`src/rtl/half_exp_accum.sv`:
```
// Softmax denominator stage: sums a vector of non-negative half-precision
// exp() values, then replays the buffered elements to the divider.
// Contains the shared half_add adder used for the accumulation.

// Half-precision adder for non-negative operands, two-cycle pipeline.
// Rounds to nearest even; results at or above 2^16 saturate to +inf.
// Operands with the sign bit set are treated as zero.
module half_add (
    input  logic        rstn,
    input  logic        clk,
    input  logic        in_valid,
    input  logic [15:0] a,
    input  logic [15:0] b,
    output logic        out_valid,
    output logic [15:0] c
);
    logic        stage_valid;
    logic [15:0] stage_sum;

    function automatic logic [15:0] add_pos(input logic [15:0] p_in, input logic [15:0] q_in);
        logic [15:0] p, q;
        logic [4:0]  ep, eq, ex, ey, d;
        logic [10:0] mp, mq, mx, my, m;
        logic [23:0] xf, yf, ys;
        logic [24:0] s;
        logic [11:0] mr;
        logic [5:0]  e;
        logic        st, g, sb;
        p  = p_in[15] ? 16'h0000 : p_in;
        q  = q_in[15] ? 16'h0000 : q_in;
        // Subnormals use the minimum exponent with no hidden bit.
        ep = (p[14:10] == 5'd0) ? 5'd1 : p[14:10];
        eq = (q[14:10] == 5'd0) ? 5'd1 : q[14:10];
        mp = {|p[14:10], p[9:0]};
        mq = {|q[14:10], q[9:0]};
        if (ep >= eq) begin
            ex = ep; mx = mp; ey = eq; my = mq;
        end else begin
            ex = eq; mx = mq; ey = ep; my = mp;
        end
        d  = ex - ey;
        xf = {mx, 13'd0};
        yf = {my, 13'd0};
        ys = yf >> d;
        st = ((ys << d) != yf);
        s  = {1'b0, xf} + {1'b0, ys};
        if (s[24]) begin
            m  = s[24:14];
            g  = s[13];
            sb = (|s[12:0]) | st;
            e  = {1'b0, ex} + 6'd1;
        end else begin
            m  = s[23:13];
            g  = s[12];
            sb = (|s[11:0]) | st;
            e  = {1'b0, ex};
        end
        mr = {1'b0, m} + {11'd0, g & (sb | m[0])};
        if (mr[11]) begin
            m = mr[11:1];
            e = e + 6'd1;
        end else begin
            m = mr[10:0];
        end
        if (e >= 6'd31) return 16'h7C00;
        // A result without the hidden bit is still subnormal.
        return {1'b0, m[10] ? e[4:0] : 5'd0, m[9:0]};
    endfunction

    // Two register stages: computed sum, then output.
    always_ff @(posedge clk or negedge rstn) begin
        if (!rstn) begin
            stage_valid <= 1'b0;
            stage_sum   <= 16'h0000;
            out_valid   <= 1'b0;
            c           <= 16'h0000;
        end else begin
            stage_valid <= in_valid;
            stage_sum   <= add_pos(a, b);
            out_valid   <= stage_valid;
            c           <= stage_sum;
        end
    end
endmodule

module half_exp_accum #(
    parameter int DEPTH = 16,
    parameter int AW    = 4
) (
    input  logic          clk,
    input  logic          rst,
    input  logic          in_valid,
    output logic          in_ready,
    input  logic          in_last,
    input  logic [15:0]   a,
    output logic          sum_valid,
    output logic [15:0]   sum,
    output logic          out_valid,
    input  logic          out_ready,
    output logic          out_last,
    output logic [15:0]   c,
    output logic [AW:0]   count,
    output logic          overflow,
    output logic          error
);
    typedef enum logic [1:0] {IDLE, WAIT_ADD, REPLAY} state_t;

    localparam logic [AW:0] DEPTH_C = (AW + 1)'(DEPTH);

    state_t        state;
    logic [15:0]   buffer [DEPTH];
    logic [15:0]   acc;
    logic [AW-1:0] rd_ptr;
    logic          fresh;        // next accepted element starts a new vector
    logic          last_pending; // element now in the adder closed its vector
    logic          add_in_valid;
    logic [15:0]   add_a, add_b;
    logic          add_out_valid;
    logic [15:0]   add_c;
    logic          rstn;

    logic          accept;
    logic [AW:0]   count_eff;
    logic          room;
    logic [15:0]   a_eff;
    logic          add_inf;
    logic [15:0]   add_res;

    assign rstn      = ~rst;
    assign in_ready  = (state == IDLE);
    assign out_valid = (state == REPLAY);
    assign accept    = in_valid & in_ready;
    assign count_eff = fresh ? '0 : count;
    assign room      = (count_eff < DEPTH_C);
    assign a_eff     = a[15] ? 16'h0000 : a;
    assign add_inf   = (add_c[14:10] == 5'b11111);
    assign add_res   = (overflow | add_inf) ? 16'h7C00 : add_c;
    assign c         = out_valid ? buffer[rd_ptr] : 16'h0000;
    assign out_last  = out_valid & ({1'b0, rd_ptr} == count - (AW + 1)'(1));

    half_add u_add (
        .rstn      (rstn),
        .clk       (clk),
        .in_valid  (add_in_valid),
        .a         (add_a),
        .b         (add_b),
        .out_valid (add_out_valid),
        .c         (add_c)
    );

    // Replay buffer: written on accept while there is room.
    // NOTE: storage arrays carry no reset; count and rd_ptr decide which entries are meaningful.
    always_ff @(posedge clk) begin
        if (accept && room) buffer[count_eff[AW-1:0]] <= a_eff;
    end

    // Control FSM: accept, wait for the adder, then replay the vector.
    // NOTE: all state here uses non-blocking assignments so every branch sees pre-edge values.
    always_ff @(posedge clk or posedge rst) begin
        if (rst) begin
            state        <= IDLE;
            acc          <= 16'h0000;
            sum          <= 16'h0000;
            sum_valid    <= 1'b0;
            count        <= '0;
            overflow     <= 1'b0;
            error        <= 1'b0;
            rd_ptr       <= '0;
            fresh        <= 1'b1;
            last_pending <= 1'b0;
            add_in_valid <= 1'b0;
            add_a        <= 16'h0000;
            add_b        <= 16'h0000;
        end else begin
            add_in_valid <= 1'b0;
            sum_valid    <= 1'b0;
            case (state)
                IDLE: begin
                    if (accept) begin
                        add_in_valid <= 1'b1;
                        add_a        <= fresh ? 16'h0000 : acc;
                        add_b        <= a_eff;
                        last_pending <= in_last;
                        fresh        <= 1'b0;
                        overflow     <= fresh ? 1'b0 : overflow;
                        error        <= (fresh ? 1'b0 : error) | a[15] | ~room;
                        count        <= room ? count_eff + (AW + 1)'(1) : count_eff;
                        if (fresh) begin
                            acc <= 16'h0000;
                            sum <= 16'h0000;
                        end
                        state <= WAIT_ADD;
                    end
                end
                WAIT_ADD: begin
                    if (add_out_valid) begin
                        acc <= add_res;
                        if (add_inf) overflow <= 1'b1;
                        if (last_pending) begin
                            sum       <= add_res;
                            sum_valid <= 1'b1;
                            rd_ptr    <= '0;
                            fresh     <= 1'b1;
                            state     <= REPLAY;
                        end else begin
                            state <= IDLE;
                        end
                    end
                end
                REPLAY: begin
                    if (out_ready) begin
                        if (out_last) begin
                            rd_ptr <= '0;
                            state  <= IDLE;
                        end else begin
                            rd_ptr <= rd_ptr + AW'(1);
                        end
                    end
                end
                default: state <= IDLE;
            endcase
        end
    end
endmodule

```
`config.mk`:
```
export PLATFORM = sky130hd
export DESIGN_NAME = half_exp_accum
export DESIGN_NICKNAME = d
export VERILOG_FILES = /design/src/rtl/half_exp_accum.sv
export SDC_FILE = /design/constraint.sdc
export NUM_CORES = 1
export LEC_CHECK = 0
export ABC_CLOCK_PERIOD_IN_PS = 12300
export BUFFER_PORTS_ARGS = -buffer_cell sky130_fd_sc_hd__buf_2
export CAP_MARGIN = 15
export CORE_ASPECT_RATIO = 0.75
export CORE_MARGIN = 2
export CORE_UTILIZATION = 40
export DETAILED_ROUTE_END_ITERATION = 10
export GPL_TIMING_DRIVEN = 0
export PLACE_DENSITY_LB_ADDON = 0.15
export SETUP_SLACK_MARGIN = 0.5
export SLEW_MARGIN = 30
export SYNTH_ARGS = -nofsm -noshare
export SYNTH_HDL_FRONTEND = slang
export SYNTH_SLANG_ARGS = --single-unit
```
`constraint.sdc`:
```
create_clock -name clk -period 12.3 [get_ports clk]
set_input_delay 1.23 -clock clk [delete_from_list [all_inputs] [get_ports clk]]
set_output_delay 1.23 -clock clk [all_outputs]
set_load 0.005 [all_outputs]
```
Word-level counts from Yosys, hierarchy flattened
Memory sizes are Yosys's and may differ from the RTL's.
Index checks and enable logic that the tools add are counted.
{ "word_totals": {"mem_bits_rw": 240, "mem_count": 1, "input_bits": 21, "wordCells": 130, "output_inout_bits": 43, "register_bits": 115} }
{ "op_classes": {"bitwise": 10, "shift": 2, "n_reduce_logical": 17, "mux": 60, "eq_ne": 12, "n_lt_le_gt_ge": 3, "addsub": 8} }
{ "mem_list": {"columns": ["memory", "depth", "word_bits", "rd", "rd_ports_with_merged_regs", "wr", "line", "source"], "rows": [
  ["buffer", 16, 15, 1, 0, 1, "111", "logic [15:0] buffer [DEPTH];"]
]} }
{ "op_table": {"columns": ["cell", "count"], "rows": [
  ["$mux 16", 11],
  ["$pmux 16 s2", 2],
  ["$mux 15", 3],
  ["$mux 11", 4],
  ["$mux 5", 7],
  ["$add 24x24->25", 1],
  ["$ne 24x24->1", 1],
  ["$shl 24x5->24", 1],
  ["$shr 24x5->24", 1],
  ["$mux 1", 18],
  ["$mux 4", 4],
  ["$reduce_or 13->1", 1],
  ["$add 11x1->12", 1],
  ["$mux 6", 2],
  ["$reduce_and 4->1", 3],
  ["$reduce_or 12->1", 1],
  ["$logic_not 5->1", 2],
  ["$mux 2", 5],
  ["$ne 2x1->1 const B", 5],
  ["$reduce_and 5->1", 2],
  ["$reduce_or 5->1", 2],
  ["$pmux 4 s2", 1],
  ["$add 5x1->6 const B", 1],
  ["$add 6x1->6 const B", 1],
  ["other kinds (22)", 32]
]} }

Logic depth before layout (Yosys ltp)
Gate-level depths: netlist (run 1).
{ "depth": {"depth_word": 18, "mapped_depth": 45, "depth_no_buf": 38} }

Modules after synthesis
From an unflattened synthesis (run 1), not the netlist that was laid out.
{ "unflattened": {"hier_cells": 1475, "hier_area_um2": 18104.9} }
{ "modules_own_cells": {"columns": ["module", "cells_per_inst", "area_per_inst_um2", "seq_area_each_um2", "instances"], "rows": [
  ["half_exp_accum", 738, 12684.7, 9210.1, 1],
  ["half_add", 737, 5420.2, 800.8, 1]
]} }

Least setup slack after synthesis (run 1)
Ideal clock, no wire load.
{ "synth_timing": {"path_kind": "register -> register", "startpoint": "reg add_a[14]", "endpoint": "reg u_add.stage_sum[10]", "path_buffers": 7, "synth_period_minus_slack_ps": 8622, "path_slack_ps": 3678, "stages_incl_launch_ff": 43, "setup_ps": 83, "required_time_ps": 12217, "t_arrival_ps": 8539, "path_cell_list": "dfrtp_1 or4_1 nand2_1 inv_1 ha_1 buf_6 nand2b_4 a221o_1 buf_6 a21oi_4 clkbuf_1 clkbuf_1 a21oi_1 ha_1 buf_2 buf_2 inv_2 nor2_1 [... 7 more ...] a21o_1 a21oi_1 o21ai_0 a31oi_1 o21ai_0 o41a_1 clkbuf_1 nor3_1 nor2_1 nor2b_1 ha_1 nand2_1 nor3_1 nand2_1 inv_1 a21oi_1 a31o_2 o21ai_0"} }
{ "synth_between": {"elab_chain_cells": 18, "word_cells_on_any_way": 33, "classes_between": "add/sub (5); order compare (2); eq/ne (1); shift (2); mux (15); bitwise (4); reduce/logical (4)"} }
{ "synth_lines": {"columns": ["element", "line", "source"], "rows": [
  ["start, declared", "117", "logic [15:0] add_a, add_b;"],
  ["start signal, assigned", "181", "add_a <= fresh ? 16'h0000 : acc;"],
  ["$mux 15 *", "29", "p = p_in[15] ? 16'h0000 : p_in;"],
  ["$logic_not 5->1", "32", "ep = (p[14:10] == 5'd0) ? 5'd1 : p[14:10];"],
  ["$mux 5", "32", null],
  ["$ge 5x5->1", "36", "if (ep >= eq) begin"],
  ["$mux 5", "36", null],
  ["$sub 5x5->5", "41", "d = ex - ey;"],
  ["$shr 24x5->24", "44", "ys = yf >> d;"],
  ["$add 24x24->25 / $shl 24x5->24 (equally long branches)", "46, 45", null],
  ["[... 2 more ...]", null, null],
  ["$mux 1", "47", "if (s[24]) begin"],
  ["$or 1x1->1", "58", "mr = {1'b0, m} + {11'd0, g & (sb | m[0])};"],
  ["$and 1x1->1", "58", null],
  ["$add 11x1->12", "58", null],
  ["$mux 6", "59", "if (mr[11]) begin"],
  ["$ge 6x5->1", "65", "if (e >= 6'd31) return 16'h7C00;"],
  ["$mux 1", "65", null],
  ["$mux 16 *", "67", "return {1'b0, m[10] ? e[4:0] : 5'd0, m[9:0]};"],
  ["end signal, assigned", "79", "stage_sum <= add_pos(a, b);"],
  ["end, declared", "18", "logic [15:0] stage_sum;"]
]} }
Mark *: on every way between the ends. The rest lies on a longest branch, timed or not.
A chain may end at the register's enable or synchronous reset.

Final worst setup path (run 1)
{ "layout_timing": {"startpoint": "reg add_a[14]", "endpoint": "reg u_add.stage_sum[13]"} }
The elaborated chain is that of the path after synthesis.

==> metrics.txt, run 1 <==
status complete, no violations; Core Footprint roughly 45000 sq um; post-synthesis sequential area ratio around 54%; EDFF count, synth 240; hold depth 0; Hold Path Origin u_add.stage_sum[5]$_DFF_PP0_; # DRC 0; drt wl/cell approximately 26 um; RSZ-0062 raised after global routing false; register bit count reported by yosys ~350; Nets 1671; placed cells approximately 2200; vias in the first global route 13220; top post-synthesis cells by count edfxtp_1 (240), nand2_1 (178), dfrtp_1 (110); drt first pass iters 6; antenna viol nets, final 0; Max-slew headroom around a third; share of cells above drive strength 1 roughly 20%; crit share post-route between 90% and 100%; CP max stage delay between 0.7 and 0.8 ns; Max Root-Sink Buffers 3; Iter 0 DRT Violations 1817; Die Span Y between 150 and 200 um; Initial Util 40.80%; Worst Hold Path EP u_add.c[5]$_DFF_PP0_; FF-to-FF Start add_a[14]$_DFFE_PP0P_; CTS tree done; die area 47580 sq um; root buffer cell clkbuf_16; most frequent cell after synthesis edfxtp_1; Rows 67; die width about 250 um; M1 GR Usage between 30 and 40%; FFs w/ async S/R, synth between 30% and 40%; PortBufs 61; area leader, netlist edfxtp_1; grt met3 use about 4.8%; Routed WL around 57000 um; final setup vio count 0; Mapped Cells 1508; CP Launch Type register; Syn-to-layout area delta 14.63%; CP Data Arrival Time between 10 and 15 ns; initial antenna violation count 2; # IOs 64; Avg Vias per Cell 6.108; H-tree depth 2; Final TNS setup 0 ns; Area contributors post-synth edfxtp_1 (39%), dfrtp_1 (15%), mux4_2 (10%), nand2_1 (3.6%), o21ai_0 (2.8%); global routing usage on met2 around a third; Final min period between 10 and 15 ns; Mapped Area between 15000 and 20000 sq um; grt ovf 0; first-pass GRT wire length just under 90000 um; Reg2Reg Capture Point u_add.stage_sum[13]$_DFF_PP0_; CTS sink cnt about 350; Non-Filler Instances 2234; Worst Max-Slew Pin Slew just over 1 ns; max-cap viol count 0; Setup crit end kind register; Hold Path Class register to register; Clock Skew approximately 0.020 ns; top cell type's share of synthesized area between 30% and 40%; DR vias around 14000; Post-CTS Setup Inserts 0; largest net degree at the start of global routing 61; CTS Buf Count 35; DP HPWL 41540 um; Critical Setup Path Class register to register; worst path required time between 10 and 15 ns; FF-to-FF path depth 40; slowest stage cell, crit path nor2_1; clock latency on the worst-skew pair ~0.52 ns; CP Max Fanout 10; Synth Flop Type edfxtp_1; GPL Wtd Cong around 1.0; R2R Setup Slk approximately 1.2 ns; total track usage 24.29%; Final Max Tran Viols 0; Unique masters post-synth ~100; clock slew at reported path FFs roughly 0.06 ns; Hold Vio Cnt, Final 0; Avg Inst Size Synth 12.16 sq um; most used routing layer met1; Syn. warnings 0; fmax around 90 MHz
sequential cells by signal, summed over array words and instances (netlist names), 4 cells and up:
| signal | flops |
|---|---|
| add_b | 15 |
| count | 5 |
| rd_ptr | 4 |
| acc | 16 |
| u_add.stage_sum | 15 |
| sum | 15 |
| u_add.c | 15 |
| buffer | 240 |
| add_a | 16 |
worst max-delay path, delay by kind of cell, from the launching register on:
kind / cells / cell delay [ns]
compound gates: 14 / 3.75
fa+ha+maj: 4 / 1.00
buf+inv: 9 / 1.94
flops: 1 / 0.40
simple gates: 13 / 3.88
timing repair:
action                     4_1_cts  5_1_grt
hold buffers                     0        0
setup endpoints to repair        0        2
gates resized for setup          0        1
layout make-up:
| cell class | instances | area [sq um] |
|---|---|---|
| flip-flops and latches | 351 | 9986 |
| diodes | 1 | 2.502 |
| clock inverters | 20 | 285.3 |
| repair buffers | 77 | 545.5 |
| multi-input cells | 1020 | 7934 |
| plain buffers | 95 | 442.9 |
| clock buffers | 41 | 918.4 |
| well taps | 586 | 733.2 |
| fillers | 4055 | 23920 |
| inverters | 43 | 166.4 |
metal layers:
layer / wire (um) / vias to the layer above
met5: 0 / -
met4: 823 / 0
met3: 5254 / 58
met2: 23160 / 635
met1: 28180 / 6914
li1: - / 6038
kinds of logic (layout without fill, tap and decap cells):
kind of cell    Yosys count  in the layout  share of synthesized area (%)
buf+inv                 138            276                          3.249
simple gates            471            471                          12.41
mux                     113            113                          11.83
fa+ha+maj                27             27                          1.884
flops                   351            351                          54.47
compound gates          382            382                          14.93
xor+xnor                 25             25                          1.194
other cells               1              3                        0.02046
worst max-delay path by stage:
stage,start,slack (ns),end,cells after the start
after detailed placement,add_a[11]$_DFFE_PP0P_,1.18,u_add.stage_sum[13]$_DFF_PP0_,41
after global placement,add_a[11]$_DFFE_PP0P_,0.89,u_add.stage_sum[13]$_DFF_PP0_,41
after floorplan,add_a[14]$_DFFE_PP0P_,3.68,u_add.stage_sum[10]$_DFF_PP0_,42
after global routing,add_a[11]$_DFFE_PP0P_,0.53,u_add.stage_sum[14]$_DFF_PP0_,41
final,add_a[14]$_DFFE_PP0P_,1.18,u_add.stage_sum[13]$_DFF_PP0_,40
after CTS,add_a[11]$_DFFE_PP0P_,1.13,u_add.stage_sum[13]$_DFF_PP0_,41
placed cells by master (no fill, tap or decap), types with 8 or more instances in the layout:
cell type / instances
edfxtp_1: 240
nand2_1: 178
dfrtp_1: 110
o21ai_0: 101
buf_2: 86
mux4_2: 82
nor2_1: 79
clkbuf_1: 60
a21oi_1: 54
inv_1: 40
clkbuf_16: 35
nand3_1: 26
ha_1: 26
and2_1: 24
a22o_1: 23
nor3_1: 22
nand2b_1: 21
mux2i_1: 21
a31oi_1: 18
a211oi_1: 18
nor2b_2: 15
xnor2_1: 14
a21o_1: 14
nor2_4: 14
nor2b_1: 13
o211ai_1: 13
and3_1: 12
a221oi_1: 12
xor2_1: 11
nand4_1: 11
mux2_2: 10
o31ai_1: 9
nor4_1: 8
o22ai_1: 8
a22oi_1: 8
through the flow:
step	cell area, sq um	setup WS, ns	hold slack, ns	utilization (%)
floorplan	18340	3.678	0.3312	-
global placement	19370	0.8945	0.3341	43.12
global route	21010	0.5332	0.3522	46.77
finish	21010	1.181	0.3468	46.77
detailed placement	19800	1.177	0.3347	44.06
CTS	21000	1.127	0.3484	46.74
Power of run 1 is not shown: default switching activity piles up to over one toggle a cycle in this logic, so the estimate is an artifact.
==> inputs of run 2 (changes only) <==
CORE_UTILIZATION = 50   (was 40)
TNS_END_PERCENT = 30   (was not set)
==> run 2 against run 1 <==
Sequential share of layout area grew 0.64 points. Core utilization rose by 11 points. Clock-buffer cell count up 6. Cell area down 1.3%. Critical path depth increased by 1. Non-clock buffer count decreased by 4. Critical path type unchanged. Hold slack got worse by 0.0070 ns. Register-to-register slack got worse by 0.05 ns. Setup slack lost 0.045 ns. Global-route usage grew 4.8 points. Clock skew decreased by 0.0018 ns. First-iteration DRC count is 1.7% lower. Largest cell class unchanged. Critical endpoint is now u_add.stage_sum[14]$_DFF_PP0_.
==> metrics.txt, run 2 (synthesized netlist as in run 1, its figures left out) <==
Hold Vio Cnt, Final 0 (unchanged); RSZ-0062 raised after global routing false (unchanged); fillcell total 2957 (was 4055); Sequential Area 9986 sq um (unchanged); die width 225.1 um (was 251.2 um); Clock Skew 0.01805 ns (was 0.01986 ns); Max Root-Sink Buffers 3 (unchanged); Max-slew headroom 33.46% (was 32.29%); Critical Setup Path Class register to register (unchanged); GPL Wtd Cong 0.9764 (was 0.9952); Die Span Y 169.8 um (was 189.4 um); clock slew at reported path FFs 0.07 ns (was 0.06 ns); drt first pass iters 5 (was 6); slowest stage cell, crit path or4_1 (was nor2_1); status complete, no violations (unchanged); Worst Max-Slew Pin Slew 0.9704 ns (was 1.016 ns); Avg Vias per Cell 6.465 (was 6.108); vias in the first global route 13080 (was 13220); Syn-to-layout area delta 13.11% (was 14.63%); Nets 1667 (was 1671); # diodes 0 (was 1); grt ovf 0 (unchanged); CP max stage delay 0.58 ns (was 0.78 ns); CP Launch Type register (unchanged); largest net degree at the start of global routing 70 (was 61); drt wl/cell 26.15 um (was 25.70 um); DR vias 13640 (was 13650); Final min period 11.16 ns (was 11.12 ns); share of cells above drive strength 1 19.71% (was 20.10%); # DRC 0 (unchanged); CTS tree done (unchanged); hold_buf cts 0 (unchanged); # IOs 64 (unchanged); die area 38230 sq um (was 47580 sq um); CP Data Arrival Time 11.58 ns (was 11.54 ns); leading cell type in the layout, fill and taps excluded edfxtp_1 (unchanged); antenna viol nets, final 0 (unchanged); crit share post-route 90.77% (was 90.40%); clock latency on the worst-skew pair 0.53 ns (was 0.52 ns); PortBufs 61 (unchanged); Routed WL 55160 um (was 57420 um); max-cap viol count 0 (unchanged); fmax 89.57 MHz (was 89.93 MHz); Final TNS setup 0 ns (unchanged); CTS sink cnt 351 (unchanged); final setup vio count 0 (unchanged); CP Max Fanout 10 (unchanged); CTS Buf Count 35 (unchanged); worst path required time 12.71 ns (was 12.72 ns); Post-CTS Setup Inserts 0 (unchanged); root buffer cell clkbuf_16 (unchanged); Hold Path Class register to register (unchanged); Rows 60 (was 67); multi-input logic area 7938 sq um (was 7934 sq um); Iter 0 DRT Violations 1786 (was 1817); first-pass GRT wire length 82440 um (was 86410 um); H-tree depth 2 (unchanged); total track usage 29.08% (was 24.29%); post-CTS sizing 0 (unchanged); initial antenna violation count 0 (was 2); Core Footprint 36030 sq um (was 44930 sq um); DP HPWL 39450 um (was 41540 um); most frequent cells in the layout edfxtp_1 (240), nand2_1 (178), dfrtp_1 (110) (unchanged); max reg flops 240 (unchanged); Setup crit end kind register (unchanged); Initial Util 50.87% (was 40.80%); Final Max Tran Viols 0 (unchanged)
==> run 2: per-layer routing <==
layer / GRT usage, % / up-vias / routed length [um]
li1: - / 6018 / -
met1: 45.55 / 6861 / 25480
met2: 40.87 / 679 / 23100
met3: 7.200 / 77 / 5584
met4: 6.075 / 0 / 985
met5: 0 / - / 0
==> run 2: metrics by stage <==
| stage | instance area [sq um] | hold slack, ns | worst slack [ns] | std cells | utilization, % |
|---|---|---|---|---|---|
| floorplan | 18340 | 0.3312 | 3.678 | 1509 | - |
| global placement | 19220 | 0.3339 | 1.176 | 2035 | 53.35 |
| detailed placement | 19560 | 0.3372 | 1.327 | 2047 | 54.27 |
| CTS | 20700 | 0.3428 | 1.266 | 2109 | 57.45 |
| global route | 20740 | 0.3529 | 0.5819 | 2109 | 57.55 |
| finish | 20740 | 0.3399 | 1.135 | 2109 | 57.55 |
==> run 2: critical path: cells and delay by family (launching register included) <==
kind	cells	cell delay (ns)
flip-flops	1	0.41
multiplexers	2	0.68
AND/OR/NAND/NOR	12	3.09
adder cells (fa/ha/maj)	4	1.15
buffers and inverters	9	2.27
AO/OA/AOI/OAI	14	3.42
==> run 2: cell type report <==
class	instances	area share, %
Buffer	95	2.136
Clock buffer	47	4.688
Clock inverter	15	0.8266
Inverter	43	0.8025
Multi-Input combinational cell	1020	38.28
Sequential cell	351	48.16
Tap cell	465	2.806
Timing Repair Buffer	73	2.305
==> run 2: final timing paths <==
check                                             startpoint                       endpoint  slack, ns  cells after the start
worst min register to register  u_add.stage_sum[2]$_DFF_PP0_           u_add.c[2]$_DFF_PP0_       0.34                      0
min in group asynchronous                                rst             acc[3]$_DFFE_PP0P_       0.71                      2
max in group asynchronous                                rst           add_b[1]$_DFFE_PP0P_      10.92                      3
worst min-delay path            u_add.stage_sum[2]$_DFF_PP0_           u_add.c[2]$_DFF_PP0_       0.34                      0
worst max register to register         add_a[11]$_DFFE_PP0P_  u_add.stage_sum[14]$_DFF_PP0_       1.14                     41
worst max-delay path                   add_a[11]$_DFFE_PP0P_  u_add.stage_sum[14]$_DFF_PP0_       1.14                     41
Power of run 2 is left out for the same reason.
